--- src/rtl/regfile_wb_arbiter_pkg.sv ---
// Shared types for the regfile write-back path: widths and the buffered result entry.
// Latency: n/a (types only).
// Backpressure: n/a (types only).
package wb_pkg;

    // Widths mirror XLEN / REG_ADDR_WIDTH from constants.vh.
    localparam int XLEN           = 32;
    localparam int REG_ADDR_WIDTH = 5;

    typedef struct packed {
        logic [REG_ADDR_WIDTH-1:0] addr;
        logic [XLEN-1:0]           data;
    } wb_entry_t;

endpackage

--- src/rtl/regfile_wb_arbiter_if.sv ---
// Lane result handshakes, regfile write port and operand-forwarding bus.
// Latency: n/a (wiring only).
// Backpressure: lanes hold addr/data while valid && !ready.
interface regfile_wb_arbiter_if;
    import wb_pkg::*;

    logic                      l0_valid;
    logic [REG_ADDR_WIDTH-1:0] l0_addr;
    logic [XLEN-1:0]           l0_data;
    logic                      l0_ready;

    logic                      l1_valid;
    logic [REG_ADDR_WIDTH-1:0] l1_addr;
    logic [XLEN-1:0]           l1_data;
    logic                      l1_ready;

    logic [REG_ADDR_WIDTH-1:0] rd_addr;
    logic [XLEN-1:0]           rd_data;
    logic                      write_en;

    logic [REG_ADDR_WIDTH-1:0] r1_addr;
    logic [REG_ADDR_WIDTH-1:0] r2_addr;
    logic                      r1_fwd_valid;
    logic [XLEN-1:0]           r1_fwd_data;
    logic                      r2_fwd_valid;
    logic [XLEN-1:0]           r2_fwd_data;

    // Arbiter side.
    modport slave (
        input  l0_valid, l0_addr, l0_data,
        output l0_ready,
        input  l1_valid, l1_addr, l1_data,
        output l1_ready,
        output rd_addr, rd_data, write_en,
        input  r1_addr, r2_addr,
        output r1_fwd_valid, r1_fwd_data, r2_fwd_valid, r2_fwd_data
    );

    // Execution lanes / decode side.
    modport master (
        output l0_valid, l0_addr, l0_data,
        input  l0_ready,
        output l1_valid, l1_addr, l1_data,
        input  l1_ready,
        input  rd_addr, rd_data, write_en,
        output r1_addr, r2_addr,
        input  r1_fwd_valid, r1_fwd_data, r2_fwd_valid, r2_fwd_data
    );

endinterface

--- src/rtl/regfile_wb_arbiter_fifo.sv ---
// Dual-push / single-pop circular buffer of write-back entries, exposed oldest-first.
// Latency: push visible at outputs after one edge; pop removes head on the edge.
// Backpressure: none internally; caller must never push beyond free space.
module wb_fifo
    import wb_pkg::*;
#(
    parameter int DEPTH = 4
) (
    input  logic                   clk,
    input  logic                   rst,
    input  logic                   push0,
    input  wb_entry_t              push0_dat,
    input  logic                   push1,
    input  wb_entry_t              push1_dat,
    input  logic                   pop,
    output logic [$clog2(DEPTH):0] count,
    output wb_entry_t              entries [DEPTH],
    output logic [DEPTH-1:0]       vld
);
    localparam int PW = $clog2(DEPTH);
    localparam int CW = PW + 1;

    wb_entry_t         mem_q   [DEPTH];
    wb_entry_t         mem_d   [DEPTH];
    logic [PW-1:0]     wr_ptr_q, wr_ptr_d;
    logic [PW-1:0]     rd_ptr_q, rd_ptr_d;
    logic [CW-1:0]     count_q,  count_d;
    logic [PW-1:0]     slot;

    // Next state: lane 0 lands first, lane 1 in the following slot; pointers wrap naturally.
    always_comb begin
        mem_d    = mem_q;
        slot     = wr_ptr_q;
        rd_ptr_d = rd_ptr_q;
        if (push0) begin
            mem_d[slot] = push0_dat;
            slot        = slot + PW'(1);
        end
        if (push1) begin
            mem_d[slot] = push1_dat;
            slot        = slot + PW'(1);
        end
        wr_ptr_d = slot;
        if (pop) begin
            rd_ptr_d = rd_ptr_q + PW'(1);
        end
        count_d = count_q + CW'(push0) + CW'(push1) - CW'(pop);
    end

    // Storage and pointer registers.
    always_ff @(posedge clk or posedge rst) begin
        if (rst) begin
            for (int i = 0; i < DEPTH; i++) begin
                mem_q[i] <= '0;
            end
            wr_ptr_q <= '0;
            rd_ptr_q <= '0;
            count_q  <= '0;
        end else begin
            mem_q    <= mem_d;
            wr_ptr_q <= wr_ptr_d;
            rd_ptr_q <= rd_ptr_d;
            count_q  <= count_d;
        end
    end

    // Present entries in age order (index 0 = head) with a validity mask for the forward search.
    always_comb begin
        for (int i = 0; i < DEPTH; i++) begin
            entries[i] = mem_q[rd_ptr_q + PW'(i)];
            vld[i]     = (CW'(i) < count_q);
        end
    end

    assign count = count_q;

endmodule

--- src/rtl/regfile_wb_arbiter.sv ---
// Buffers two-lane results in program order, drains one per cycle to the regfile, forwards pending data.
// Latency: result accepted at edge N drives the write port after edge N+1 (empty FIFO, no stall).
// Backpressure: l0_ready needs 1 free entry, l1_ready needs 2, from registered count only.
module regfile_wb_arbiter
    import wb_pkg::*;
#(
    parameter int DEPTH = 4
) (
    input  logic                 clk,
    input  logic                 rst,
    input  logic                 stall_i,
    regfile_wb_arbiter_if.slave  bus
);
    localparam int CW = $clog2(DEPTH) + 1;

    logic [CW-1:0]   count;
    logic [CW-1:0]   free;
    wb_entry_t       entries [DEPTH];
    logic [DEPTH-1:0] vld;

    logic            l0_ready;
    logic            l1_ready;
    logic            push0;
    logic            push1;
    logic            pop;
    wb_entry_t       push0_dat;
    wb_entry_t       push1_dat;

    wb_entry_t       wr_q, wr_d;
    logic            we_q, we_d;

    logic            r1_vld, r2_vld;
    logic [XLEN-1:0] r1_dat, r2_dat;

    // Space check ignores a same-edge pop so stall_i never reaches the ready outputs.
    always_comb begin
        free      = CW'(DEPTH) - count;
        l0_ready  = !rst && (free >= CW'(1));
        l1_ready  = !rst && (free >= CW'(2));
        push0     = bus.l0_valid && l0_ready && (bus.l0_addr != '0);
        push1     = bus.l1_valid && l1_ready && (bus.l1_addr != '0);
        push0_dat = '{addr: bus.l0_addr, data: bus.l0_data};
        push1_dat = '{addr: bus.l1_addr, data: bus.l1_data};
    end

    wb_fifo #(.DEPTH(DEPTH)) u_fifo (
        .clk       (clk),
        .rst       (rst),
        .push0     (push0),
        .push0_dat (push0_dat),
        .push1     (push1),
        .push1_dat (push1_dat),
        .pop       (pop),
        .count     (count),
        .entries   (entries),
        .vld       (vld)
    );

    // Drain the head into the write port unless stalled; a stall freezes the whole output register.
    always_comb begin
        wr_d = wr_q;
        we_d = we_q;
        pop  = 1'b0;
        if (!stall_i) begin
            if (count != '0) begin
                pop  = 1'b1;
                wr_d = entries[0];
                we_d = 1'b1;
            end else begin
                we_d = 1'b0;
            end
        end
    end

    // Regfile write-port register.
    always_ff @(posedge clk or posedge rst) begin
        if (rst) begin
            wr_q <= '0;
            we_q <= 1'b0;
        end else begin
            wr_q <= wr_d;
            we_q <= we_d;
        end
    end

    // Forward search: output register first, then FIFO oldest to youngest so the youngest match wins.
    always_comb begin
        r1_vld = 1'b0;
        r1_dat = '0;
        r2_vld = 1'b0;
        r2_dat = '0;
        if (bus.r1_addr != '0) begin
            if (we_q && (wr_q.addr == bus.r1_addr)) begin
                r1_vld = 1'b1;
                r1_dat = wr_q.data;
            end
            for (int i = 0; i < DEPTH; i++) begin
                if (vld[i] && (entries[i].addr == bus.r1_addr)) begin
                    r1_vld = 1'b1;
                    r1_dat = entries[i].data;
                end
            end
        end
        if (bus.r2_addr != '0) begin
            if (we_q && (wr_q.addr == bus.r2_addr)) begin
                r2_vld = 1'b1;
                r2_dat = wr_q.data;
            end
            for (int i = 0; i < DEPTH; i++) begin
                if (vld[i] && (entries[i].addr == bus.r2_addr)) begin
                    r2_vld = 1'b1;
                    r2_dat = entries[i].data;
                end
            end
        end
    end

    assign bus.l0_ready     = l0_ready;
    assign bus.l1_ready     = l1_ready;
    assign bus.rd_addr      = wr_q.addr;
    assign bus.rd_data      = wr_q.data;
    assign bus.write_en     = we_q;
    assign bus.r1_fwd_valid = r1_vld;
    assign bus.r1_fwd_data  = r1_dat;
    assign bus.r2_fwd_valid = r2_vld;
    assign bus.r2_fwd_data  = r2_dat;

endmodule

--- src/flat_wrapper.sv ---
// flat-port wrapper written by rule: the top's interface ports become plain ports
module regfile_wb_arbiter_flat import wb_pkg::*;
#(
    parameter int DEPTH = 4
)
  (clk, rst, stall_i, bus_l0_valid, bus_l0_addr, bus_l0_data, bus_l0_ready, bus_l1_valid, bus_l1_addr, bus_l1_data, bus_l1_ready, bus_rd_addr, bus_rd_data, bus_write_en, bus_r1_addr, bus_r2_addr, bus_r1_fwd_valid, bus_r1_fwd_data, bus_r2_fwd_valid, bus_r2_fwd_data);
  regfile_wb_arbiter_if bus_i ();
  input  logic clk;
  input  logic rst;
  input  logic stall_i;
  input wire logic [$bits(bus_i.l0_valid)-1:0] bus_l0_valid;
  input wire logic [$bits(bus_i.l0_addr)-1:0] bus_l0_addr;
  input wire logic [$bits(bus_i.l0_data)-1:0] bus_l0_data;
  output wire logic [$bits(bus_i.l0_ready)-1:0] bus_l0_ready;
  input wire logic [$bits(bus_i.l1_valid)-1:0] bus_l1_valid;
  input wire logic [$bits(bus_i.l1_addr)-1:0] bus_l1_addr;
  input wire logic [$bits(bus_i.l1_data)-1:0] bus_l1_data;
  output wire logic [$bits(bus_i.l1_ready)-1:0] bus_l1_ready;
  output wire logic [$bits(bus_i.rd_addr)-1:0] bus_rd_addr;
  output wire logic [$bits(bus_i.rd_data)-1:0] bus_rd_data;
  output wire logic [$bits(bus_i.write_en)-1:0] bus_write_en;
  input wire logic [$bits(bus_i.r1_addr)-1:0] bus_r1_addr;
  input wire logic [$bits(bus_i.r2_addr)-1:0] bus_r2_addr;
  output wire logic [$bits(bus_i.r1_fwd_valid)-1:0] bus_r1_fwd_valid;
  output wire logic [$bits(bus_i.r1_fwd_data)-1:0] bus_r1_fwd_data;
  output wire logic [$bits(bus_i.r2_fwd_valid)-1:0] bus_r2_fwd_valid;
  output wire logic [$bits(bus_i.r2_fwd_data)-1:0] bus_r2_fwd_data;
  assign bus_i.l0_valid = bus_l0_valid;
  assign bus_i.l0_addr = bus_l0_addr;
  assign bus_i.l0_data = bus_l0_data;
  assign bus_l0_ready = bus_i.l0_ready;
  assign bus_i.l1_valid = bus_l1_valid;
  assign bus_i.l1_addr = bus_l1_addr;
  assign bus_i.l1_data = bus_l1_data;
  assign bus_l1_ready = bus_i.l1_ready;
  assign bus_rd_addr = bus_i.rd_addr;
  assign bus_rd_data = bus_i.rd_data;
  assign bus_write_en = bus_i.write_en;
  assign bus_i.r1_addr = bus_r1_addr;
  assign bus_i.r2_addr = bus_r2_addr;
  assign bus_r1_fwd_valid = bus_i.r1_fwd_valid;
  assign bus_r1_fwd_data = bus_i.r1_fwd_data;
  assign bus_r2_fwd_valid = bus_i.r2_fwd_valid;
  assign bus_r2_fwd_data = bus_i.r2_fwd_data;
  regfile_wb_arbiter #(.DEPTH(DEPTH)) u_core (.clk(clk), .rst(rst), .stall_i(stall_i), .bus(bus_i));
endmodule
--- config.mk ---
export PLATFORM = sky130hd
export DESIGN_NAME = regfile_wb_arbiter_flat
export DESIGN_NICKNAME = d
export VERILOG_FILES = /design/src/rtl/regfile_wb_arbiter_pkg.sv /design/src/rtl/regfile_wb_arbiter_if.sv /design/src/rtl/regfile_wb_arbiter_fifo.sv /design/src/rtl/regfile_wb_arbiter.sv /design/src/flat_wrapper.sv
export SDC_FILE = /design/constraint.sdc
export NUM_CORES = 1
export LEC_CHECK = 0
export ABC_AREA = 1
export CAP_MARGIN = 20
export CORE_ASPECT_RATIO = 1.25
export CORE_MARGIN = 10
export CORE_UTILIZATION = 40
export DETAILED_ROUTE_END_ITERATION = 7
export PLACE_DENSITY = 0.67
export SETUP_SLACK_MARGIN = 0.3
export SKIP_CTS_REPAIR_TIMING = 1
export SLEW_MARGIN = 0
export SYNTH_ARGS = -nofsm -noshare
export SYNTH_HDL_FRONTEND = slang
export SYNTH_HIERARCHICAL = 1
export SYNTH_SLANG_ARGS = --single-unit
--- constraint.sdc ---
create_clock -name clk -period 6.62 [get_ports clk]
set_input_delay 0.993 -clock clk [delete_from_list [all_inputs] [get_ports clk]]
set_output_delay 0.993 -clock clk [all_outputs]
set_load 0.02 [all_outputs]
==> qor.csv, run 1 <==
metric;value;unit
drive_above_1_share;4.877;%
skew;0.01637;ns
drc_errors;0;
hold_start;u_core/bus.write_en$_DFFE_PP0N_;
path_max_fanout;42;
grt_pass1_vias;17510;
syn_to_final_growth;13.90;%
crit_buf_inv;5;
cts-root-buf;clkbuf_16;
grt_pass1_wl;109.6;mm
critPathTopFamily;buffers and inverters;
grt_max_degree;258;
cts_tree;yes;
layout_min_cycle_time;5.688;ns
utilization;45.97;%
setup-violations-final;0;
hold_violations;0;
ant_nets;0;
min_path_type;reg -> reg;
cts_buffer_depth;2;
die_area;0.05329;mm2
nets;2981;
antenna_found_initial;1;
yosysUniqueCellTypes;36;
gp_congestion;0.9526;
worst_slew_pin_slew;0.9443;ns
crit_chain;xnor2_4 -> buf_4 -> a21oi_2 -> inv_1 -> o22ai_1 -> nor2_2 -> buf_4 -> nand3_1 -> buf_4 -> nand2_1 -> nand3_1 -> a21oi_1 -> clkdlybuf4s50_1;
num_vias;19660;
die_y;255.6;um
cp-end-kind;output port;
numCtsBuffers;17;
cts.htree.levels;4;
final_cell_mix;nand2_1, o21ai_0, inv_1;
r2r-start;u_core/u_fifo/count[0]$_DFF_PP0_;
cpPeakStageDelay;0.68;ns
rsz0062_at_grt;false;
diodes;0;
max_slew_margin;37.05;%
clock_sinks;193;
worstSetupStartpointType;flip-flop;
fp.dieW;208.5;um
first_pass_iters;6;
rows;86;
drtIter0Drc;2419;
status;finished clean;
clk_latency;0.48;ns
synth_cells;2855;
yosys_register_bits;193;
path_clk_slew;0.08;ns
met3_length;6.798;mm
core;0.04401;mm2
crit_top_cell;buf_4;
fmax;0.1758;GHz
met2WireLength;30.51;mm
mostFrequentLayoutCell;nand2_1;
io_buffers;194;
top_layer;met5;
syn-num-nets;2957;
netlist_area;0.01776;mm2
routedWlPerCell;20.68;um
grt-ovfl-total;0;
routed_wl;71.60;mm
start_util;40.37;%
synth_top_area_cell;dfrtp_1;
synth.yosys.warnings;6;
slowest_stage;clkdlybuf4s50_1;
grt_usage;25.66;%
fin_setup_tns;0;ns
syn_avg_cell_area;6.222;um2
required;5.63;ns
final_max_slew_viol_count;0;
critical_path_class;reg -> out;
ios;195;
viasPerCell;5.678;
synth_area_leaders;dfrtp_1, nand2_1, o21ai_0;
drv_cap;0;
dp_hpwl;49.83;mm
wl_met1;32.85;mm
cp-startpoint;u_core/u_fifo/rd_ptr_q[0]$_DFFE_PP0P_;
timing.final.crit_share;85.92;%
synth_top_area_share;27.19;%
arrival;4.69;ns
yosysSeqAreaShare;27.19;%
[state kept, by name (all words and copies together) (netlist names)]
register and flops:
u_core/bus.rd_addr 5, u_core/u_fifo/wr_ptr_q 2, u_core/bus.write_en 1, u_core/bus.rd_data 32
u_core/u_fifo/mem_q 148, u_core/u_fifo/rd_ptr_q 2, u_core/u_fifo/count 3
[stage by stage]
| stage | hold WS [ns] | cells | worst slack [ns] | instance area [um2] |
|---|---|---|---|---|
| floorplan | 0.5433 | 2855 | 1.449 | 17760 |
| global placement | 0.4903 | 3432 | 1.287 | 19640 |
| global route | 0.5781 | 3463 | 0.6983 | 20230 |
| CTS | 0.5527 | 3463 | 1.022 | 20230 |
| detailed placement | 0.5311 | 3432 | 1.311 | 19640 |
| finish | 0.5512 | 3463 | 0.9322 | 20230 |
[per-layer routing]
metal / track usage, % / vias up
met5: 0 / -
met4: 6.390 / 2
met3: 5.113 / 89
met2: 37.46 / 1076
met1: 37.52 / 9026
li1: - / 9470
[kinds of logic after synthesis]
family | Yosys count | synth area share [%]
AO/OA/AOI/OAI | 649 | 20.04
flip-flops | 193 | 27.19
XOR/XNOR | 9 | 0.5494
multiplexers | 74 | 4.170
AND/OR/NAND/NOR | 1420 | 34.69
adder cells (fa/ha/maj) | 13 | 1.000
buffers and inverters | 497 | 12.37
[worst reg2reg max path, cell delays in order (launching register included)]
cell and delay [ns]:
dfrtp_1 0.47, inv_1 0.10, ha_1 0.21, ha_1 0.26, inv_1 0.03, nor2_1 0.07
inv_1 0.05, o31ai_1 0.20, inv_1 0.08, nand2_1 0.09, a21oi_1 0.05, buf_4 0.19
inv_4 0.11, nand2_1 0.09, nand2_4 0.50, nand3_4 0.67, nand2_1 0.27, nand2_1 0.07
[worst paths after layout]
path	cells after the start	endpoint	slack, ns
setup / recovery	13	bus_r1_fwd_data[31]	0.93
hold / removal	2	u_core/bus.write_en$_DFFE_PP0N_	0.55
setup reg to reg	17	u_core/u_fifo/mem_q[52]$_DFF_PP0_	2.97
hold reg to reg	2	u_core/bus.write_en$_DFFE_PP0N_	0.55
max in group asynchronous	3	u_core/u_fifo/mem_q[34]$_DFF_PP0_	4.47
min in group asynchronous	2	u_core/u_fifo/count[0]$_DFF_PP0_	0.99
[layout make-up]
class | instances | area [um2]
clock buffers | 17 | 425.4
clock inverters | 14 | 170.2
repair buffers | 242 | 2315
inverters | 260 | 983.4
fillers | 4629 | 23780
flip-flops and latches | 193 | 4837
multi-input cells | 2165 | 10790
well taps | 572 | 715.7
[synthesized netlist by cell type]
cell	count
inv_1	248
a21oi_1	107
o31ai_1	1
clkbuf_1	100
o21a_1	101
nor3_4	1
nor2_1	66
buf_2	92
o22ai_1	14
fa_1	2
o21ai_1	42
nand4_1	199
xnor2_4	1
dfrtp_1	193
nand2_4	4
nand2_1	993
buf_1	6
xnor2_1	1
nor2_2	7
buf_4	21
nor3_1	4
nor2_8	1
inv_4	1
nand3_4	3
a21oi_2	9
inv_2	11
nand3_1	134
o211ai_1	2
mux2i_1	74
xor2_1	7
o21ai_0	373
nand3_2	5
nor2_4	1
ha_1	11
buf_6	18
nand2_2	2
Power of run 1 is left out: the tool's default activity adds up to more than one toggle a clock period on the data nets, which glitch-free logic cannot reach.
==> run 2: changes to the inputs <==
CORE_MARGIN = 2   (was 10)
GPL_TIMING_DRIVEN = 0   (was default)
==> qor.csv, run 2 (same netlist as run 1, synthesis figures left out) <==
metric;value;unit;change
status;finished clean;;unchanged
ios;195;;unchanged
slowest_stage;clkdlybuf4s50_1;;unchanged
crit_top_cell;nand2_1;;was buf_4
nets;3170;;was 2981
antenna_found_initial;2;;was 1
top_register;u_core/u_fifo/mem_q;;unchanged
viasPerCell;5.650;;was 5.678
fmax;0.1643;GHz;was 0.1758 GHz
die_area;0.04612;mm2;was 0.05329 mm2
drv_cap;0;;unchanged
arrival;5.09;ns;was 4.69 ns
clock_sinks;193;;unchanged
routed_wl;78.93;mm;was 71.60 mm
grt_usage;33.98;%;was 25.66%
grt_pass1_wl;118.4;mm;was 109.6 mm
cts.htree.levels;4;;unchanged
setup-violations-final;0;;unchanged
syn_to_final_growth;18.38;%;was 13.90%
p_per_area;655.9;mW/mm2;
mostFrequentLayoutCell;nand2_1;;unchanged
cpPeakStageDelay;0.66;ns;was 0.68 ns
ant_nets;0;;unchanged
cts_tree;yes;;unchanged
max_slew_margin;32.77;%;was 37.05%
cp-end-kind;output port;;unchanged
worst_slew_pin_slew;1.008;ns;was 0.9443 ns
numCtsBuffers;17;;unchanged
required;5.63;ns;about the same
fin_setup_tns;0;ns;unchanged
rows;86;;unchanged
clk_latency;0.48;ns;about the same
crit_chain;buf_6 -> buf_6 -> clkbuf_1 -> o21ai_0 -> mux2i_1 -> o21ai_1 -> nor2_1 -> nand3_2 -> buf_2 -> nand2_1 -> nand2_1 -> nand2_1 -> nand3_1 -> a21oi_1 -> clkdlybuf4s50_1;;was xnor2_4 -> buf_4 -> a21oi_2 -> inv_1 -> o22ai_1 -> nor2_2 -> buf_4 -> nand3_1 -> buf_4 -> nand2_1 -> nand3_1 -> a21oi_1 -> clkdlybuf4s50_1
routedWlPerCell;21.60;um;was 20.68 um
die_y;239.6;um;was 255.6 um
drtIter0Drc;2103;;was 2419
final_max_slew_viol_count;0;;unchanged
first_pass_iters;6;;unchanged
rsz0062_at_grt;false;;unchanged
dp_hpwl;63.80;mm;was 49.83 mm
fp.dieW;192.5;um;was 208.5 um
path_clk_slew;0.08;ns;about the same
cts-root-buf;clkbuf_16;;unchanged
core;0.04401;mm2;unchanged
report.power.total;13.79;mW;
hold_violations;0;;unchanged
p_leak;10.42;nW;
min_path_type;reg -> reg;;unchanged
io_buffers;193;;was 194
drc_errors;0;;unchanged
timing.final.crit_share;91.94;%;was 85.92%
cts_buffer_depth;2;;unchanged
num_vias;20650;;was 19660
gp_congestion;0.9560;;was 0.9526
skew;0.008149;ns;was 0.01637 ns
layout_min_cycle_time;6.087;ns;was 5.688 ns
r2r_setup_slack;3.27;ns;was 2.97 ns
start_util;40.37;%;unchanged
final_cell_mix;nand2_1, o21ai_0, inv_1;;unchanged
critical_path_class;reg -> out;;unchanged
grt-ovfl-total;0;;unchanged
max-vdd-ir-drop;305.3;uV;
largest_register_ffs;148;;unchanged
drive_above_1_share;6.848;%;was 4.877%
path_max_fanout;10;;was 42
worstSetupStartpointType;flip-flop;;unchanged
grt_max_degree;110;;was 258
grt_pass1_vias;19520;;was 17510
## run 2: cell count changes in the layout (fill, tap and decap cells not counted), moves of 6 or more
cell      before  now
buf_6          0   18
buf_1          0    6
buf_4         47   21
buf_2          0   92
clkbuf_1       0  101
## run 2: layout make-up
| class | instances | area, um2 |
|---|---|---|
| multi-input cells | 2165 | 10740 |
| repair buffers | 194 | 1959 |
| inverters | 260 | 985.9 |
| well taps | 572 | 715.7 |
| clock buffers | 20 | 456.7 |
| clock inverters | 12 | 122.6 |
| diodes | 1 | 2.502 |
| plain buffers | 237 | 1219 |
| flip-flops and latches | 193 | 4830 |
| fillers | 4653 | 22980 |
## run 2: metrics by stage
step	hold WS, ns	area (um2)	utilization, %	setup WS [ns]	std cells
2_1_floorplan	0.5433	17760	-	1.449	2855
3_3_place_gp	0.4874	20410	46.38	-0.9421	3620
3_5_place_dp	0.5064	20450	46.46	1.122	3621
4_1_cts	0.5362	21030	47.78	0.5881	3653
5_1_grt	0.5664	21030	47.78	0.3804	3653
6_report	0.5276	21030	47.78	0.5333	3654
## run 2: power by group
part           switching, mW  internal (mW)  total, mW
clock network          0.524          0.548       1.07
registers              0.521           1.73       2.25
logic                   7.14           3.33       10.5
total                   8.18           5.61       13.8
## run 2: critical path: cells and delay by family (launching register included)
family | cells | cell delay (ns)
compound gates | 3 | 0.67
buf+inv | 5 | 1.61
flops | 1 | 0.35
mux | 1 | 0.62
simple gates | 6 | 1.35
## run 2: metal layers
layer  track usage, %  vias to the layer above  wire length (um)
met5                0                        -                 0
met3            4.689                      120              5588
met2            54.81                      953             36270
met1            46.15                     9706             34400
li1                 -                     9866                 -
met4            12.35                        0              2667
## run 2: worst paths after layout
check | start | end | cells past startpoint
min in group asynchronous | rst | u_core/u_fifo/count[2]$_DFF_PP0_ | 2
hold reg to reg | u_core/bus.write_en$_DFFE_PP0N_ | u_core/bus.write_en$_DFFE_PP0N_ | 2
hold / removal | u_core/bus.write_en$_DFFE_PP0N_ | u_core/bus.write_en$_DFFE_PP0N_ | 2
setup / recovery | u_core/u_fifo/rd_ptr_q[0]$_DFFE_PP0P_ | bus_r2_fwd_data[10] | 15
setup reg to reg | u_core/u_fifo/count[0]$_DFF_PP0_ | u_core/u_fifo/count[2]$_DFF_PP0_ | 10
max in group asynchronous | rst | u_core/u_fifo/mem_q[131]$_DFF_PP0_ | 3
(Power assumes the default switching activity.)
